--- src/rtl/arb_rr4.sv ---
// Four-requester round-robin arbiter with level-held requests and registered one-hot grant.
// Optional grant-hold limit is built only when ARB_TIMEOUT_EN is defined.
module arb_rr4 #(
    parameter int unsigned TIMEOUT = 16
) (
    input  logic       clk,
    input  logic       rst,
    input  logic       en,
    input  logic [3:0] req,
    output logic [3:0] gnt,
    output logic [1:0] gnt_idx,
    output logic       gnt_vld,
    output logic       timeout
);

    localparam logic [0:0] ST_IDLE  = 1'b0;
    localparam logic [0:0] ST_GRANT = 1'b1;

    logic [0:0] state_q, state_d;
    logic [1:0] ptr_q, ptr_d;
    logic [3:0] gnt_q, gnt_d;
    logic [1:0] idx_q, idx_d;
    logic       vld_q, vld_d;
    logic       timeout_q, timeout_d;
    logic       new_grant;
    logic       expire;

    logic [1:0] idx_inc;
    logic [1:0] scan_base;
    logic [3:0] scan_req;
    logic [3:0] rot;
    logic [1:0] scan_off;
    logic [1:0] scan_idx;
    logic       scan_hit;

    if (TIMEOUT < 2 || TIMEOUT > 255) begin : g_timeout_range
        $error("arb_rr4: TIMEOUT must be in 2..255");
    end

    assign idx_inc = idx_q + 2'd1;

    // From IDLE scan from ptr; from GRANT the scan starts after the current holder,
    // which is masked so a revoked holder cannot win its own re-arbitration.
    always_comb begin
        if (state_q == ST_GRANT) begin
            scan_base = idx_inc;
            scan_req  = req & ~(4'b0001 << idx_q);
        end else begin
            scan_base = ptr_q;
            scan_req  = req;
        end
    end

    for (genvar gi = 0; gi < 4; gi++) begin : g_rot
        assign rot[gi] = scan_req[2'(scan_base + 2'(gi))];
    end

    always_comb begin
        scan_off = 2'd0;
        for (int k = 3; k >= 0; k--) begin
            if (rot[k]) begin
                scan_off = 2'(k);
            end
        end
    end

    assign scan_hit = |rot;
    assign scan_idx = scan_base + scan_off;

`ifdef ARB_TIMEOUT_EN
    logic [7:0] hold_cnt_q, hold_cnt_d;
    logic       hold_ok;

    assign hold_ok = en && (state_q == ST_GRANT) && req[idx_q];
    assign expire  = hold_ok && (hold_cnt_q == 8'(TIMEOUT - 1));

    // Counts completed cycles of the current grant; zero in its first visible cycle.
    always_comb begin
        if (new_grant) begin
            hold_cnt_d = 8'd0;
        end else if (state_d == ST_GRANT) begin
            hold_cnt_d = hold_cnt_q + 8'd1;
        end else begin
            hold_cnt_d = 8'd0;
        end
    end

    always_ff @(posedge clk) begin
        if (rst) begin
            hold_cnt_q <= 8'd0;
        end else begin
            hold_cnt_q <= hold_cnt_d;
        end
    end
`else
    assign expire = 1'b0;
`endif

    always_comb begin
        state_d   = state_q;
        ptr_d     = ptr_q;
        gnt_d     = gnt_q;
        idx_d     = idx_q;
        vld_d     = vld_q;
        timeout_d = 1'b0;
        new_grant = 1'b0;
        if (!en) begin
            state_d = ST_IDLE;
            gnt_d   = 4'b0000;
            idx_d   = 2'd0;
            vld_d   = 1'b0;
        end else if (state_q == ST_IDLE) begin
            if (scan_hit) begin
                state_d   = ST_GRANT;
                gnt_d     = 4'b0001 << scan_idx;
                idx_d     = scan_idx;
                vld_d     = 1'b1;
                new_grant = 1'b1;
            end
        end else if (!req[idx_q] || expire) begin
            // Release or forced revocation: hand over on this same edge if anyone waits.
            ptr_d     = idx_inc;
            timeout_d = expire;
            if (scan_hit) begin
                state_d   = ST_GRANT;
                gnt_d     = 4'b0001 << scan_idx;
                idx_d     = scan_idx;
                vld_d     = 1'b1;
                new_grant = 1'b1;
            end else begin
                state_d = ST_IDLE;
                gnt_d   = 4'b0000;
                idx_d   = 2'd0;
                vld_d   = 1'b0;
            end
        end
    end

    always_ff @(posedge clk) begin
        if (rst) begin
            state_q   <= ST_IDLE;
            ptr_q     <= 2'd0;
            gnt_q     <= 4'b0000;
            idx_q     <= 2'd0;
            vld_q     <= 1'b0;
            timeout_q <= 1'b0;
        end else begin
            state_q   <= state_d;
            ptr_q     <= ptr_d;
            gnt_q     <= gnt_d;
            idx_q     <= idx_d;
            vld_q     <= vld_d;
            timeout_q <= timeout_d;
        end
    end

    assign gnt     = gnt_q;
    assign gnt_idx = idx_q;
    assign gnt_vld = vld_q;
    assign timeout = timeout_q;

endmodule

--- config.mk ---
export PLATFORM = sky130hd
export DESIGN_NAME = arb_rr4
export DESIGN_NICKNAME = d
export VERILOG_FILES = /design/src/rtl/arb_rr4.sv
export SDC_FILE = /design/constraint.sdc
export NUM_CORES = 1
export LEC_CHECK = 0
export BUFFER_PORTS_ARGS = -buffer_cell sky130_fd_sc_hd__buf_2
export CAP_MARGIN = 20
export CELL_PAD_IN_SITES_DETAIL_PLACEMENT = 0
export CELL_PAD_IN_SITES_GLOBAL_PLACEMENT = 2
export CORE_MARGIN = 3
export CORE_UTILIZATION = 33
export DETAILED_ROUTE_END_ITERATION = 6
export PLACE_DENSITY_LB_ADDON = 0.1
export SLEW_MARGIN = 25
export SYNTH_ARGS = -nofsm -noshare
export SYNTH_HDL_FRONTEND = slang
export SYNTH_SLANG_ARGS = --single-unit
--- constraint.sdc ---
create_clock -name clk -period 2.9 [get_ports clk]
set_clock_uncertainty 0.15 [all_clocks]
set_input_delay 0.29 -clock clk [delete_from_list [all_inputs] [get_ports clk]]
set_output_delay 0.29 -clock clk [all_outputs]
set_load 0.03 [all_outputs]
* Word-level counts from Yosys, hierarchy flattened *
Index checks and enable logic that the tools add are counted.

storage, ports and cells
  word-level logic and storage cells = 57
  memory bits (read-only) = 0
  memories = 0
  bits in latches = 0
  output and inout port bits = 8
  memory bits (writable) = 0
  bits of input ports = 7
  register bits after elaboration = 10

operators by class
  reductions and logical operators = 5
  shift-type cells = 2
  div/mod/pow operators = 0
  equal/unequal tests = 1
  bitwise logic cells = 4
  order comparisons = 5
  muxes and demuxes = 30
  $add $sub $neg = 5
  multiply operators = 0

operators by type and width
  operator                                             count
  two-way mux 4 bit                                    5
  two-way mux 2 bit                                    9
  < comparator 2 x 3 -> 1 bit (second input constant)  5
  two-way mux 1 bit                                    11
  binary-select mux 1 bit (select 2 bit)               5
  << shifter 1 x 2 -> 4 bit (first input constant)     2
  adder 2 x 1 -> 2 bit (second input constant)         2
  adder 2 bit (second input constant)                  2
  bitwise AND 4 bit                                    1
  NOT 4 bit                                            1
  OR reduction 4 bit                                   1
  AND reduction 3 bit                                  1
  adder 2 bit                                          1
  != test 2 bit (second input constant)                1
  NOT 1 bit                                            2
  AND reduction 2 bit                                  1
  nonzero test 2 bit                                   1
  OR reduction 2 bit                                   1

* Logic depth before layout (Yosys ltp) *
  word-level depth = 15
  mapped depth = 11
  depth with buffers taken out = 11

* Worst setup path after synthesis *
OpenSTA, ideal clock, no wires.

  kind = reg2reg
  start = reg idx_q[0] (netlist: gnt_idx[0])
  end = reg gnt_q[0] (netlist: gnt[0])
  library setup time = 0.128 ns
  buffers on the path = 0
  stages on the path, launching flop included = 12
  clock period less this slack = 2.878 ns
  slack = 0.022 ns
  arrival = 2.600 ns
  path through = dfxtp_1 > inv_1 > ha_1 > mux2i_4 > a21oi_1 > o21bai_1 > o211ai_1 > o31a_1 > ha_1 > xor2_1 > nor3_1 > o32ai_2

on the way
  elaborated cells on any way between the ends = 33
  classes of those cells = add/sub: 5; eq/ne: 1; shift: 2; mux: 20; bitwise: 2; reduce/logical: 3

RTL lines
  item                                     line      source
  start: declaration                       22        logic [1:0] idx_q, idx_d;
  start signal: assignment                 151       idx_q <= idx_d;
  adder 2 x 1 -> 2 bit *                   40        assign idx_inc = idx_q + 2'd1;
  named net idx_inc[0]                     28        logic [1:0] idx_inc;
  two-way mux 2 bit *                      45        if (state_q == ST_GRANT) begin
  adder 2 bit                              55        assign rot[gi] = scan_req[2'(scan_base + 2'(gi))];
  binary-select mux 1 bit (select 2 bit)   55
  two-way mux 1 bit (implied by the code)  55
  two-way mux 2 bit (4 in a row)           61        if (rot[k]) begin
  adder 2 bit                              68        assign scan_idx = scan_base + scan_off;
  << shifter 1 x 2 -> 4 bit                115, 126
  two-way mux 4 bit                        124       if (scan_hit) begin
  two-way mux 4 bit                        120       end else if (!req[idx_q] || expire) begin
  two-way mux 4 bit                        112       end else if (state_q == ST_IDLE) begin
  end signal: assignment                   150       gnt_q <= gnt_d;
  end: declaration                         21        logic [3:0] gnt_q, gnt_d;

Mark *: on every way through the listed nets, which the timed path passes. The rest lies on a longest branch. The select of a mux whose other input is x is not followed.
A chain may end at the register's enable or synchronous reset.

* Final worst setup path *
  start = reg idx_q[0] (netlist: gnt_idx[0])
  end = reg gnt_q[0] (netlist: gnt[0])

on the way
  cells in the longest elaborated chain, start to end = 15
  elaborated cells on any way between the ends = 33
  classes of those cells = add/sub: 5; eq/ne: 1; shift: 2; mux: 20; bitwise: 2; reduce/logical: 3

ends and longest elaborated chain
  item
  parallel branches: the longest is 15 deep, another holds adder 2 x 1 -> 2 bit

Parallel ways; which one is timed is not known. The select of a mux whose other input is x is not followed.

==> impl_results.md <==
- Instance count of the mapped netlist: slightly above 100
- CTS Root Cell: sky130_fd_sc_hd__clkbuf_4
- CP startpoint: gnt_idx[0]
- Worst min-delay path class: primary input to flop
- Sequential element share of the synthesized area: about 23%
- M1 WL: 1009 um
- Reg-to-reg critical path endpoint: gnt[0]
- Max cap viols: 0
- Via-to-Cell Ratio: 5.542
- Full die area: 3346 um^2
- Highest ir drop seen on vdd: 219.1 uV
- Final setup violation count: 0
- End-of-flow core utilization: a little over two fifths
- Number of storage elements in the synthesis netlist: 10
- Count of buffers from port buffering: 13
- Signal arrival time at the worst endpoint: 2590 ps
- Layout Area Growth over Synthesis: 19.32%
- Die height: 57.85 um
- Synth top area cells: sky130_fd_sc_hd__dfxtp_1, sky130_fd_sc_hd__ha_1, sky130_fd_sc_hd__a21oi_1, sky130_fd_sc_hd__nand2_1, sky130_fd_sc_hd__nor2b_1
- Insertion delay of the later-clocked pin in the worst-skew pair: between 200 and 300 ps
- Min Tclk post-route: around 2600 ps
- Unrepaired setup endpoints after global routing: no
- Worst Tran Pin Value: approximately 590 ps
- Worst R2R Setup Slack: 300 ps
- Clk sink count: 10
- Longest Clk Path Bufs: 2
- Level count of the clock H-tree: 1
- Num CTS Buffers: 3
- Detailed placer's ending HPWL: 1742 um
- Gr usage total: a little over an eighth
- Standard cell with the maximum stage delay on the critical path: sky130_fd_sc_hd__dfxtp_1
- Highest clock rate: about 390 MHz
- Crit path kind: flop to flop
- Cell-by-cell listing of the critical path: buf_4 -> ha_1 -> a21boi_4 -> a21oi_1 -> o21bai_1 -> o211ai_1 -> o31a_1 -> ha_1 -> xor2_1 -> nor3_1 -> o32ai_2
- Start of the worst register-to-register path: gnt_idx[0]
- Count of buffer and inverter cells on the critical path: 1
- Number of primary I/O pins: 15
- Final Total Pwr: 384.8 uW
- Static Leak: roughly 0.00043 uW
- Family with the most delay on the worst path: compound AO/OA/AOI/OAI gates
- Initial cell density of the core: approximately a third
- Post-Synthesis Net Count: between 100 and 150
- Endpoint kind of the worst setup timing path: flop
- Number of hold violations in the final report: 0
- Storage cell area: approximately 200 um^2
- Maximum number of pins on one net before global-route repair: 11
- Data required, critical path: 2890 ps
- Area of the multi-input gates: 654.4 um^2
- Total wirelength of the detailed-routed design: approximately 2100 um
- Total congestion overflow after global routing: 0
- CP endpoint: gnt[0]
- Outcome: completed
- Dominant cell type by area after synthesis: sky130_fd_sc_hd__dfxtp_1
- Vias in the first global route: 804
- Standard-cell row count: 18
- Number of enable flip-flop cells after synthesis: 0
- Wire length on met3: 70 um
- Number of distinct library cells after synthesis: 48
- Placeable core area: around 2500 um^2
- Number of antenna violations at the first check in global routing: 0
- Post-Synthesis Cell Area: roughly 890 um^2
- Die width: ~58 um
- Average instance area after synthesis: around 9 um^2
- Depth of the most critical reg-to-reg path: 11
- Proportion of synthesized flip-flops having asynchronous set or reset: 0%
- Router iterations before antenna repair: 4
- YS warnings: 0
- Count of cell instances traversed by the critical path: 11
- Fraction of final layout cells sized beyond drive strength 1: 31.71%
- Relative slew slack: about three fifths
- Library cell appearing most often on the critical path: sky130_fd_sc_hd__ha_1
- Commonest cells after routing, fill and taps aside: sky130_fd_sc_hd__buf_2, sky130_fd_sc_hd__dfxtp_1, sky130_fd_sc_hd__nand2_1
- Highest net fanout along the worst path: 8
- Kind of launch point of the worst setup path: flop
- Fin crit share: between 80% and 90%
- Final nets: between 100 and 150
- Final weighted congestion of routability-driven global placement: about 0.78
- Most common cell after layout, fill and taps aside: sky130_fd_sc_hd__buf_2
- Total of hold buffers inserted after clock tree synthesis: 0
- Number of antenna diodes: 0
- First-pass GRT wire length: ~3400 um
- Detail-routed net length per standard cell: roughly 14 um
- Clock tree from TritonCTS: built
- Clk pin slew, worst setup/hold paths: ~60 ps
- Share of the synthesized area in the top cell type: between 20% and 30%
- Remaining design rule violation count: 0
- Metal2 WL: 997 um
- Highest metal used: met4
- Total via count in the routed design: between 800 and 900
- Filler instances: 276
- Top_reg_cell synth: sky130_fd_sc_hd__dfxtp_1
- Highest cell delay on the worst timing path: approximately 310 ps
- Number of nets with antenna violations after detailed routing: 0
- Setup_tns: 0 ps
- Number of max-slew violations in the final report: 0
- Violation count after the first detailed-routing iteration: 22
- PD cells: 363.5 nW/um^2
sequential cells by signal, summed over array words and instances (netlist names):
name / flops
state_q: 1
gnt: 4
gnt_idx: 2
gnt_vld: 1
ptr_q: 2
metrics by stage:
step	hold slack (ps)	setup WS (ps)	cells	area [um^2]
after floorplan	212.4	22.12	101	887.1
after global placement	284.6	255.2	147	1008
after detailed placement	292.0	208.5	147	1008
after CTS	78.96	190.1	150	1031
after global routing	91.45	109.2	153	1059
final	75.64	302.8	153	1059
per-layer routing:
metal  track usage (%)  up-vias
met2             21.94       24
li1                  -      427
met4             4.967        0
met5                 0        -
met1             16.69      392
met3             2.004        5
report_power, final:
group | internal, uW | switching (uW)
combinational | 57.9 | 85.8
sequential | 145 | 4.77
clock | 47.8 | 43.7
worst min-delay path by stage:
| stage | start | endpoint | cells after the start |
|---|---|---|---|
| after global routing | rst | ptr_q[0] | 2 |
| after CTS | rst | ptr_q[0] | 2 |
| after global placement | gnt[1] | gnt[1] | 2 |
| final | rst | ptr_q[0] | 2 |
| after floorplan | rst | ptr_q[0] | 1 |
| after detailed placement | gnt[2] | gnt[2] | 2 |
what timing repair did:
item | 4_1_cts | 5_1_grt
gates resized for setup | 0 | 1
endpoints found under the setup margin | 0 | 2
buffers inserted | 0 | 3
hold endpoints to repair | 0 | 0
cell type report:
| cell class | count | share of cell area (%) |
|---|---|---|
| Clock buffer | 3 | 2.128 |
| Tap cell | 30 | 3.546 |
| Timing Repair Buffer | 21 | 11.82 |
| Inverter | 5 | 1.773 |
| Sequential cell | 10 | 18.91 |
| Multi-Input combinational cell | 84 | 61.82 |
cells by family (layout without fill, tap and decap cells):
kind of cell | after synthesis | count (layout) | synth area share [%]
AND/OR/NAND/NOR | 34 | 34 | 19.47
buffers and inverters | 7 | 29 | 4.232
XOR/XNOR | 2 | 2 | 1.975
flip-flops | 10 | 10 | 22.57
adder cells (fa/ha/maj) | 5 | 5 | 7.052
other | 1 | 1 | 0.4227
AO/OA/AOI/OAI | 38 | 38 | 36.96
multiplexers | 4 | 4 | 7.334
Yosys cell counts, types with 2 or more instances:
cell type and count:
sky130_fd_sc_hd__nand3_1 2, sky130_fd_sc_hd__nor3_1 2, sky130_fd_sc_hd__inv_1 5, sky130_fd_sc_hd__nor2_1 7
sky130_fd_sc_hd__o31ai_1 4, sky130_fd_sc_hd__mux2i_1 2, sky130_fd_sc_hd__dfxtp_1 10, sky130_fd_sc_hd__o2111ai_1 2
sky130_fd_sc_hd__nand2_1 9, sky130_fd_sc_hd__a21oi_1 7, sky130_fd_sc_hd__a21boi_1 2, sky130_fd_sc_hd__o221ai_1 2
sky130_fd_sc_hd__ha_1 5, sky130_fd_sc_hd__nor2b_1 5, sky130_fd_sc_hd__a21oi_2 2, sky130_fd_sc_hd__nand2b_1 3
(Power assumes the default switching activity.)
